File: config.mk
export PLATFORM = sky130hd
export DESIGN_NAME = divider_iterative
export DESIGN_NICKNAME = d
export VERILOG_FILES = /design/src/rtl/divider_iterative.sv
export SDC_FILE = /design/constraint.sdc
export NUM_CORES = 1
export LEC_CHECK = 0
export BUFFER_PORTS_ARGS = -buffer_cell sky130_fd_sc_hd__buf_4
export CAP_MARGIN = 20
export CORE_ASPECT_RATIO = 1.2
export CORE_MARGIN = 1
export CORE_UTILIZATION = 40
export DETAILED_ROUTE_END_ITERATION = 10
export GPL_ROUTABILITY_DRIVEN = 0
export HOLD_SLACK_MARGIN = 0.05
export SETUP_SLACK_MARGIN = 0.1
export SLEW_MARGIN = 0
export SYNTH_ARGS = -nofsm -noshare
export SYNTH_HDL_FRONTEND = slang
export SYNTH_SLANG_ARGS = --single-unit
File: constraint.sdc
create_clock -name clk -period 8.2 [get_ports clk]
set_input_delay 1.64 -clock clk [delete_from_list [all_inputs] [get_ports clk]]
set_output_delay 1.64 -clock clk [all_outputs]
set_load 0.03 [all_outputs]
File: src/rtl/divider_iterative.sv
// ============================================================================
// Module   : divider_iterative
// Purpose  : Radix-2 restoring divider for RV32M DIV/DIVU/REM/REMU, one
//            quotient bit per clock, with pipeline stall request.
// Revision : 1.0
// ============================================================================
`default_nettype none

module divider_iterative (
    input  logic        clk,
    input  logic        rst,
    input  logic        startE,
    input  logic        div_sel,
    input  logic [1:0]  div_opcode,
    input  logic [31:0] operand1,
    input  logic [31:0] operand2,
    output logic [31:0] result_divide,
    output logic        done,
    output logic        div_use
);

    typedef enum logic [1:0] {
        IDLE = 2'd0,
        CALC = 2'd1,
        FIN  = 2'd2
    } state_t;

    localparam logic [4:0]  C_LAST_COUNT = 5'd31;
    localparam logic [31:0] C_INT_MIN    = 32'h8000_0000;

    state_t      state_q, state_d;
    logic [4:0]  count_q, count_d;
    logic [1:0]  op_q, op_d;
    logic [31:0] dvd_q, dvd_d;     // dividend, shifts out as quotient shifts in
    logic [31:0] rem_q, rem_d;
    logic [31:0] dvs_q, dvs_d;
    logic        qneg_q, qneg_d;
    logic        rneg_q, rneg_d;
    logic [31:0] result_q, result_d;
    logic        done_q, done_d;

    logic        w_signed;
    logic        w_sign1;
    logic        w_sign2;
    logic [31:0] w_abs1;
    logic [31:0] w_abs2;
    logic        w_ovf;
    logic [32:0] w_partial;
    logic [32:0] w_trial;

    assign w_signed  = ~div_opcode[0];
    assign w_sign1   = w_signed & operand1[31];
    assign w_sign2   = w_signed & operand2[31];
    assign w_abs1    = w_sign1 ? (~operand1 + 32'd1) : operand1;
    assign w_abs2    = w_sign2 ? (~operand2 + 32'd1) : operand2;
    assign w_ovf     = w_signed && (operand1 == C_INT_MIN) && (operand2 == 32'hFFFF_FFFF);

    // Remainder stays below the divisor, so a 33-bit subtract's MSB is a clean borrow.
    assign w_partial = {rem_q, dvd_q[31]};
    assign w_trial   = w_partial - {1'b0, dvs_q};

    always_comb begin
        state_d  = state_q;
        count_d  = count_q;
        op_d     = op_q;
        dvd_d    = dvd_q;
        rem_d    = rem_q;
        dvs_d    = dvs_q;
        qneg_d   = qneg_q;
        rneg_d   = rneg_q;
        result_d = result_q;
        done_d   = 1'b0;

        case (state_q)
            IDLE: begin
                if (startE && div_sel) begin
                    op_d    = div_opcode;
                    dvd_d   = w_abs1;
                    dvs_d   = w_abs2;
                    rem_d   = 32'd0;
                    qneg_d  = w_sign1 ^ w_sign2;
                    rneg_d  = w_sign1;
                    count_d = 5'd0;
                    if (operand2 == 32'd0) begin
                        state_d  = FIN;
                        done_d   = 1'b1;
                        result_d = div_opcode[1] ? operand1 : 32'hFFFF_FFFF;
                    end else if (w_ovf) begin
                        state_d  = FIN;
                        done_d   = 1'b1;
                        result_d = div_opcode[1] ? 32'd0 : C_INT_MIN;
                    end else begin
                        state_d  = CALC;
                    end
                end
            end
            CALC: begin
                if (!w_trial[32]) begin
                    rem_d = w_trial[31:0];
                    dvd_d = {dvd_q[30:0], 1'b1};
                end else begin
                    rem_d = w_partial[31:0];
                    dvd_d = {dvd_q[30:0], 1'b0};
                end
                count_d = count_q + 5'd1;
                if (count_q == C_LAST_COUNT) begin
                    state_d = FIN;
                    done_d  = 1'b1;
                    count_d = 5'd0;
                    if (op_q[1])
                        result_d = rneg_q ? (~rem_d + 32'd1) : rem_d;
                    else
                        result_d = qneg_q ? (~dvd_d + 32'd1) : dvd_d;
                end
            end
            FIN: begin
                state_d = IDLE;
            end
            default: begin
                state_d = IDLE;
            end
        endcase
    end

    always_ff @(posedge clk or posedge rst) begin
        if (rst) begin
            state_q  <= IDLE;
            count_q  <= 5'd0;
            op_q     <= 2'd0;
            dvd_q    <= 32'd0;
            rem_q    <= 32'd0;
            dvs_q    <= 32'd0;
            qneg_q   <= 1'b0;
            rneg_q   <= 1'b0;
            result_q <= 32'd0;
            done_q   <= 1'b0;
        end else begin
            state_q  <= state_d;
            count_q  <= count_d;
            op_q     <= op_d;
            dvd_q    <= dvd_d;
            rem_q    <= rem_d;
            dvs_q    <= dvs_d;
            qneg_q   <= qneg_d;
            rneg_q   <= rneg_d;
            result_q <= result_d;
            done_q   <= done_d;
        end
    end

    assign result_divide = result_q;
    assign done          = done_q;
    // Drops in FIN so the stalled instruction advances and captures the result.
    assign div_use       = ~rst & (((state_q == IDLE) & startE & div_sel) | (state_q == CALC));

endmodule

`default_nettype wire

==> results of run 1 <==
-- how the worst max path moves through the flow --
stage	startpoint	endpoint	depth (start not counted)
after global routing	rem_q[17]$_DFFE_PP0P_	result_divide[26]$_DFFE_PP0P_	17
final	rem_q[16]$_DFFE_PP0P_	result_divide[26]$_DFFE_PP0P_	17
after detailed placement	operand2[3]	result_divide[26]$_DFFE_PP0P_	13
after global placement	rem_q[17]$_DFFE_PP0P_	result_divide[26]$_DFFE_PP0P_	17
after floorplan	rst	count_q[0]$_DFFE_PP0P_	1
after CTS	rem_q[17]$_DFFE_PP0P_	result_divide[26]$_DFFE_PP0P_	17
-- area by class of cell --
class                           count  area share
Multi-Input combinational cell   1199       0.579
Sequential cell                   139       0.261
Timing Repair Buffer              117      0.0660
Tap cell                          385      0.0362
Clock buffer                       17      0.0320
Inverter                           62      0.0180
Clock inverter                     15     0.00761
-- layout by cell type, fill, tap and decap left out, types with 12 or more instances in the layout --
master | synthesis | routed
o21ai_1 | 14 | 14
nand2b_1 | 14 | 13
o21ai_0 | 195 | 195
xor2_1 | 45 | 45
nor3_1 | 41 | 41
inv_1 | 60 | 59
dfrtp_1 | 139 | 139
or4_1 | 12 | 12
and2_1 | 12 | 12
o211ai_1 | 18 | 18
xnor2_1 | 83 | 83
nand4_1 | 24 | 24
a31oi_1 | 15 | 15
nand2_1 | 141 | 141
buf_4 | 2 | 117
clkbuf_16 | 0 | 17
ha_1 | 39 | 39
o31ai_1 | 26 | 26
nor2_1 | 108 | 107
mux2i_1 | 29 | 29
nand3_1 | 54 | 54
a21o_1 | 12 | 12
a21oi_1 | 84 | 84
or3_1 | 20 | 19
a22oi_1 | 33 | 33
-- per-layer routing --
metal | GRT usage | routed length (microns) | vias up
met1 | 0.345 | 16800 | 5432
met3 | 0.0351 | 1670 | 82
met5 | 0 | 0 | -
li1 | - | - | 5537
met2 | 0.434 | 18300 | 347
met4 | 0.139 | 1910 | 0
-- metrics by stage --
step           area [sq um]  cells   util
3_3_place_gp          12800   1902  0.443
5_1_grt               13300   1934  0.462
6_report              13300   1934  0.462
3_5_place_dp          12800   1902  0.443
2_1_floorplan         11800   1482      -
4_1_cts               13300   1934  0.462
-- critical path, cell delays in order (launching register included) --
cell and delay [ps]:
dfrtp_1 520, ha_1 480, a21oi_1 250, o21ai_0 180, a21oi_1 340, o21ai_1 230, nor3_4 560, nor2_4 50
inv_2 540, ha_1 330, nand2_1 90, or2_2 330, nand2b_1 270, o41a_1 470, xnor2_1 160, o211ai_1 300
o22ai_1 110, a211oi_1 240
-- state kept, by name, indices dropped and copies added, names as in the netlist --
| register | flops |
|---|---|
| dvs_q | 32 |
| state_q | 2 |
| count_q | 5 |
| rem_q | 32 |
| result_divide | 32 |
| rneg_q | 1 |
| qneg_q | 1 |
| dvd_q | 32 |
| done | 1 |
| op_q | 1 |
-- cells by family after synthesis --
logic type                 count (synthesis)  share of synthesized area
xor gates and xnor gates                 128                     0.0953
AOI/OAI and AO/OA                        504                      0.276
buffers and inverters                    144                     0.0500
and+or+nand+nor                          495                      0.212
DFF                                      139                      0.296
adders and majority gates                 40                     0.0432
muxes                                     32                     0.0276
==> results.py, run 1 <==
metrics = {
    "route": {
        "first_iter_violations": 758,
        "wl_microns": 38700,
        "ant_nets": 0,
        "via_per_inst": 5.89,
        "drt-wirelength-per-cell_microns": 20.0,
        "drc": 0,
        "drt-pass1-iter-count": 5,
        "dr_total_vias": 11400,
    },
    "yosys": {
        "ys_async_sr_fraction": 1.00,
        "syn_area_per_cell_sq_um": 7.94,
        "yosysUniqueCellTypes": 90,
        "synth_top_cell_area_share": 0.296,
        "synth_area_leaders": "dfrtp_1 (30%), o21ai_0 (8.3%), xnor2_1 (6.2%), nand2_1 (4.5%), ha_1 (4.1%)",
        "ys_ff_latch": 139,
        "synth_commonest_cells": "o21ai_0 (195), nand2_1 (141), dfrtp_1 (139), nor2_1 (108), a21oi_1 (84)",
        "synthFlopType": "dfrtp_1",
        "synth-seq-area-share": 0.296,
        "yosysWarnings": 0,
        "syn_nets": 1592,
        "synth_most_common_cell": "o21ai_0",
        "netlist_instances": 1482,
        "yosys.area.top_type": "dfrtp_1",
        "netlist_area_sq_um": 11800,
        "synth_edf_count": 0,
    },
    "global_routing": {
        "grt_pass1_vias": 11100,
        "grt_first_pass_wirelength_microns": 61600,
        "grt_usage": 0.268,
        "grt_overflow": 0,
        "grt_max_degree": 91,
        "antenna_found_initial": 0,
    },
    "cts": {
        "ctsResizeCount": 0,
        "tritoncts": "yes",
        "hold_buffers": 0,
        "cts_buffers": 17,
        "clock_sink_count": 139,
        "cts.clk_slew.worst_paths_ps": 60,
        "cts-htree-levels": 4,
        "insertion_delay_ps": 440,
        "cts_root_buf": "clkbuf_16",
        "cts_max_path_buffers": 2,
        "post_cts_buffers": 0,
    },
    "final_layout": {
        "drive_above_1_share": 0.125,
        "fill_cells": 2886,
        "area_growth_pct": 13.2,
        "antenna_cells": 0,
        "layout.area.seq_sq_um": 3480,
        "multi_input_area_sq_um": 7710,
        "fin_nets": 1646,
    },
    "job": {
        "drv_cap": 0,
    },
    "min_path": {
        "whs_path_depth": 2,
        "hp-start": "dvs_q[22]$_DFFE_PP0P_",
        "hold_end": "dvs_q[22]$_DFFE_PP0P_",
        "hold_path_class": "flip-flop to flip-flop",
    },
    "worst_setup_path": {
        "reg2reg_to": "result_divide[26]$_DFFE_PP0P_",
        "crit_type": "flip-flop to flip-flop",
        "rrSetupSlack_ps": 2630,
        "cp-start-kind": "flip-flop",
        "worstPathArrival_ps": 5920,
        "end_kind": "flip-flop",
        "cp_max_fo": 37,
        "critPathRequiredTime_ps": 8550,
        "rr_worst_depth": 17,
        "worstReg2RegStart": "rem_q[16]$_DFFE_PP0P_",
    },
    "sta": {
        "slew_headroom": 0.260,
        "skew_ps": 9.70,
        "fin_setup_tns_ps": 0,
        "max_freq_mhz": 179,
        "rsz0062_at_grt": "no",
        "min_period_ps": 5570,
        "post-route-period-util": 0.680,
        "hold_ws_ps": 480,
        "setup_ws_ps": 2630,
        "worst_slew_pin_slew_ps": 1100,
        "hold_viol": 0,
        "final-setup-viol-count": 0,
        "maxSlewViolCount": 0,
    },
    "outcome": {
        "outcome": "complete, no violations",
    },
    "die": {
        "die_y_microns": 190,
        "initial_core_util": 0.408,
        "dieArea_sq_um": 30100,
        "die_width_microns": 159,
        "row_count": 68,
        "core_area_sq_um": 28800,
        "io_pins": 104,
    },
    "placement": {
        "port_buffers": 103,
        "pre_cts_ws_ps": 2670,
        "dp_hpwl_microns": 29400,
    },
}
Power of run 1 is left out: the tool's default activity adds up to more than one toggle a clock period on the data nets, which glitch-free logic cannot reach.
==> run 2: changes to the inputs <==
==> constraint.sdc (replaced) <==
create_clock -name clk -period 5.3 [get_ports clk]
set_input_delay 1.06 -clock clk [delete_from_list [all_inputs] [get_ports clk]]
set_output_delay 1.06 -clock clk [all_outputs]
set_load 0.03 [all_outputs]
==> results.py, run 2 (synthesis gave the netlist of run 1 again) <==
metrics = {
    "outcome": {
        "outcome": "complete, no violations",
    },
    "cts": {
        "tritoncts": "yes",
        "post_cts_buffers": 0,
        "insertion_delay_ps": 440,
        "cts.clk_slew.worst_paths_ps": 60,
        "ctsResizeCount": 0,
        "hold_buffers": 0,
        "cts_max_path_buffers": 2,
        "cts_root_buf": "clkbuf_16",
        "cts-htree-levels": 4,
        "clock_sink_count": 139,
        "cts_buffers": 17,
    },
    "die": {
        "core_area_sq_um": 28800,
        "die_y_microns": 190,
        "initial_core_util": 0.408,
        "dieArea_sq_um": 30100,
        "row_count": 68,
        "die_width_microns": 159,
        "io_pins": 104,
    },
    "final_layout": {
        "fin_nets": 1656,
        "antenna_cells": 0,
        "final_cells": 1944,
        "area_growth_pct": 14.9,
        "fin_util": 0.468,
        "layout_common_cells": "o21ai_0 (195), nand2_1 (141), dfrtp_1 (139), buf_4 (127), nor2_1 (107)",
        "fill_cells": 2867,
        "layout_commonest_cell": "o21ai_0",
        "drive_above_1_share": 0.131,
    },
    "min_path": {
        "hp-start": "dvs_q[6]$_DFFE_PP0P_",
        "whs_path_depth": 2,
        "hold_path_class": "flip-flop to flip-flop",
        "hold_end": "dvs_q[6]$_DFFE_PP0P_",
    },
    "route": {
        "ant_nets": 0,
        "wl_microns": 39300,
        "wl_met1_microns": 16700,
        "wl_met3_microns": 2000,
        "wl_met2_microns": 18500,
        "via_per_inst": 5.96,
        "dr.max_layer_used": "met4",
        "drc": 0,
        "dr_total_vias": 11600,
        "first_iter_violations": 739,
        "drt-wirelength-per-cell_microns": 20.2,
        "drt-pass1-iter-count": 7,
    },
    "sta": {
        "post-route-period-util": 0.914,
        "min_period_ps": 4840,
        "maxSlewViolCount": 0,
        "fin_setup_tns_ps": 0,
        "slew_headroom": 0.297,
        "max_freq_mhz": 206,
        "skew_ps": 8.21,
        "hold_viol": 0,
        "worst_slew_pin_slew_ps": 1050,
        "rsz0062_at_grt": "no",
        "final-setup-viol-count": 0,
    },
    "worst_setup_path": {
        "rrSetupSlack_ps": 460,
        "path_buf_inv": 2,
        "cp_common_cell": "ha_1",
        "cp_slowest_cell": "o41a_1",
        "cp_num_cells": 19,
        "worstReg2RegStart": "dvd_q[31]$_DFFE_PP0P_",
        "crit_chain": "inv_1, ha_1, fa_1, nand2b_2, a21oi_4, o21ai_2, a2111oi_4, o21a_4, nor2_4, inv_2, ha_1, nand2_1, or2_2, nand2b_1, o41a_1, xnor2_1, o211ai_1, o22ai_1, a211oi_1",
        "worstPathArrival_ps": 5190,
        "rr_worst_depth": 19,
        "cp_slowest_stage_delay_ps": 470,
        "crit_family": "compound AO/OA/AOI/OAI gates",
        "cp_max_fo": 9,
        "crit_type": "flip-flop to flip-flop",
        "reg2reg_to": "result_divide[26]$_DFFE_PP0P_",
        "end_kind": "flip-flop",
        "critPathRequiredTime_ps": 5640,
        "cp-start-kind": "flip-flop",
    },
    "placement": {
        "port_buffers": 103,
        "dp_cells": 1912,
        "dp_hpwl_microns": 30200,
    },
    "global_routing": {
        "grt_overflow": 0,
        "grt_usage": 0.271,
        "antenna_found_initial": 0,
        "grt_max_degree": 96,
        "grt_pass1_vias": 11200,
        "grt_first_pass_wirelength_microns": 62600,
    },
    "job": {
        "drv_cap": 0,
    },
}
[run 2: cell types whose count changed in the layout (fill, tap and decap cells not counted), moves of 3 or more]
cell,delta
buf_4,+10
bufinv_16,+4
clkinv_2,-6
inv_8,+3
[run 2: worst max path at each step]
stage	startpoint	slack [ps]	endpoint
after floorplan	dvd_q[31]$_DFFE_PP0P_	500	result_divide[26]$_DFFE_PP0P_
after global placement	dvd_q[31]$_DFFE_PP0P_	580	result_divide[26]$_DFFE_PP0P_
after detailed placement	dvd_q[31]$_DFFE_PP0P_	500	result_divide[26]$_DFFE_PP0P_
after CTS	dvd_q[31]$_DFFE_PP0P_	450	result_divide[26]$_DFFE_PP0P_
after global routing	dvd_q[31]$_DFFE_PP0P_	100	result_divide[26]$_DFFE_PP0P_
final	dvd_q[31]$_DFFE_PP0P_	460	result_divide[26]$_DFFE_PP0P_
[run 2: layer usage]
layer,vias up,global-route usage
met2,404,0.442
li1,5565,-
met1,5521,0.346
met4,0,0.153
met3,94,0.0314
met5,-,0
[run 2: cell type report]
cell class	instances	area (sq um)	share of cell area
multi-input combinational	1199	7710	0.571
clock inverter	14	209	0.0155
inverter	62	239	0.0177
sequential	139	3480	0.258
clock buffer	18	439	0.0325
timing repair buffer	127	953	0.0706
tap	385	482	0.0357
[run 2: tightest hold or removal path, stage by stage (launching register included)]
cell	delay (ps)
dfrtp_1	350
nand2_1	50
o21ai_0	60
[run 2: through the flow]
step                      setup WS [ps]  area (sq um)  hold slack (ps)
after floorplan                     502         11800              442
after global placement              581         12900              468
after detailed placement            496         12900              474
after CTS                           452         13500              488
after global routing                104         13500              510
final                               455         13500              483
Power of run 2 is left out for the same reason.
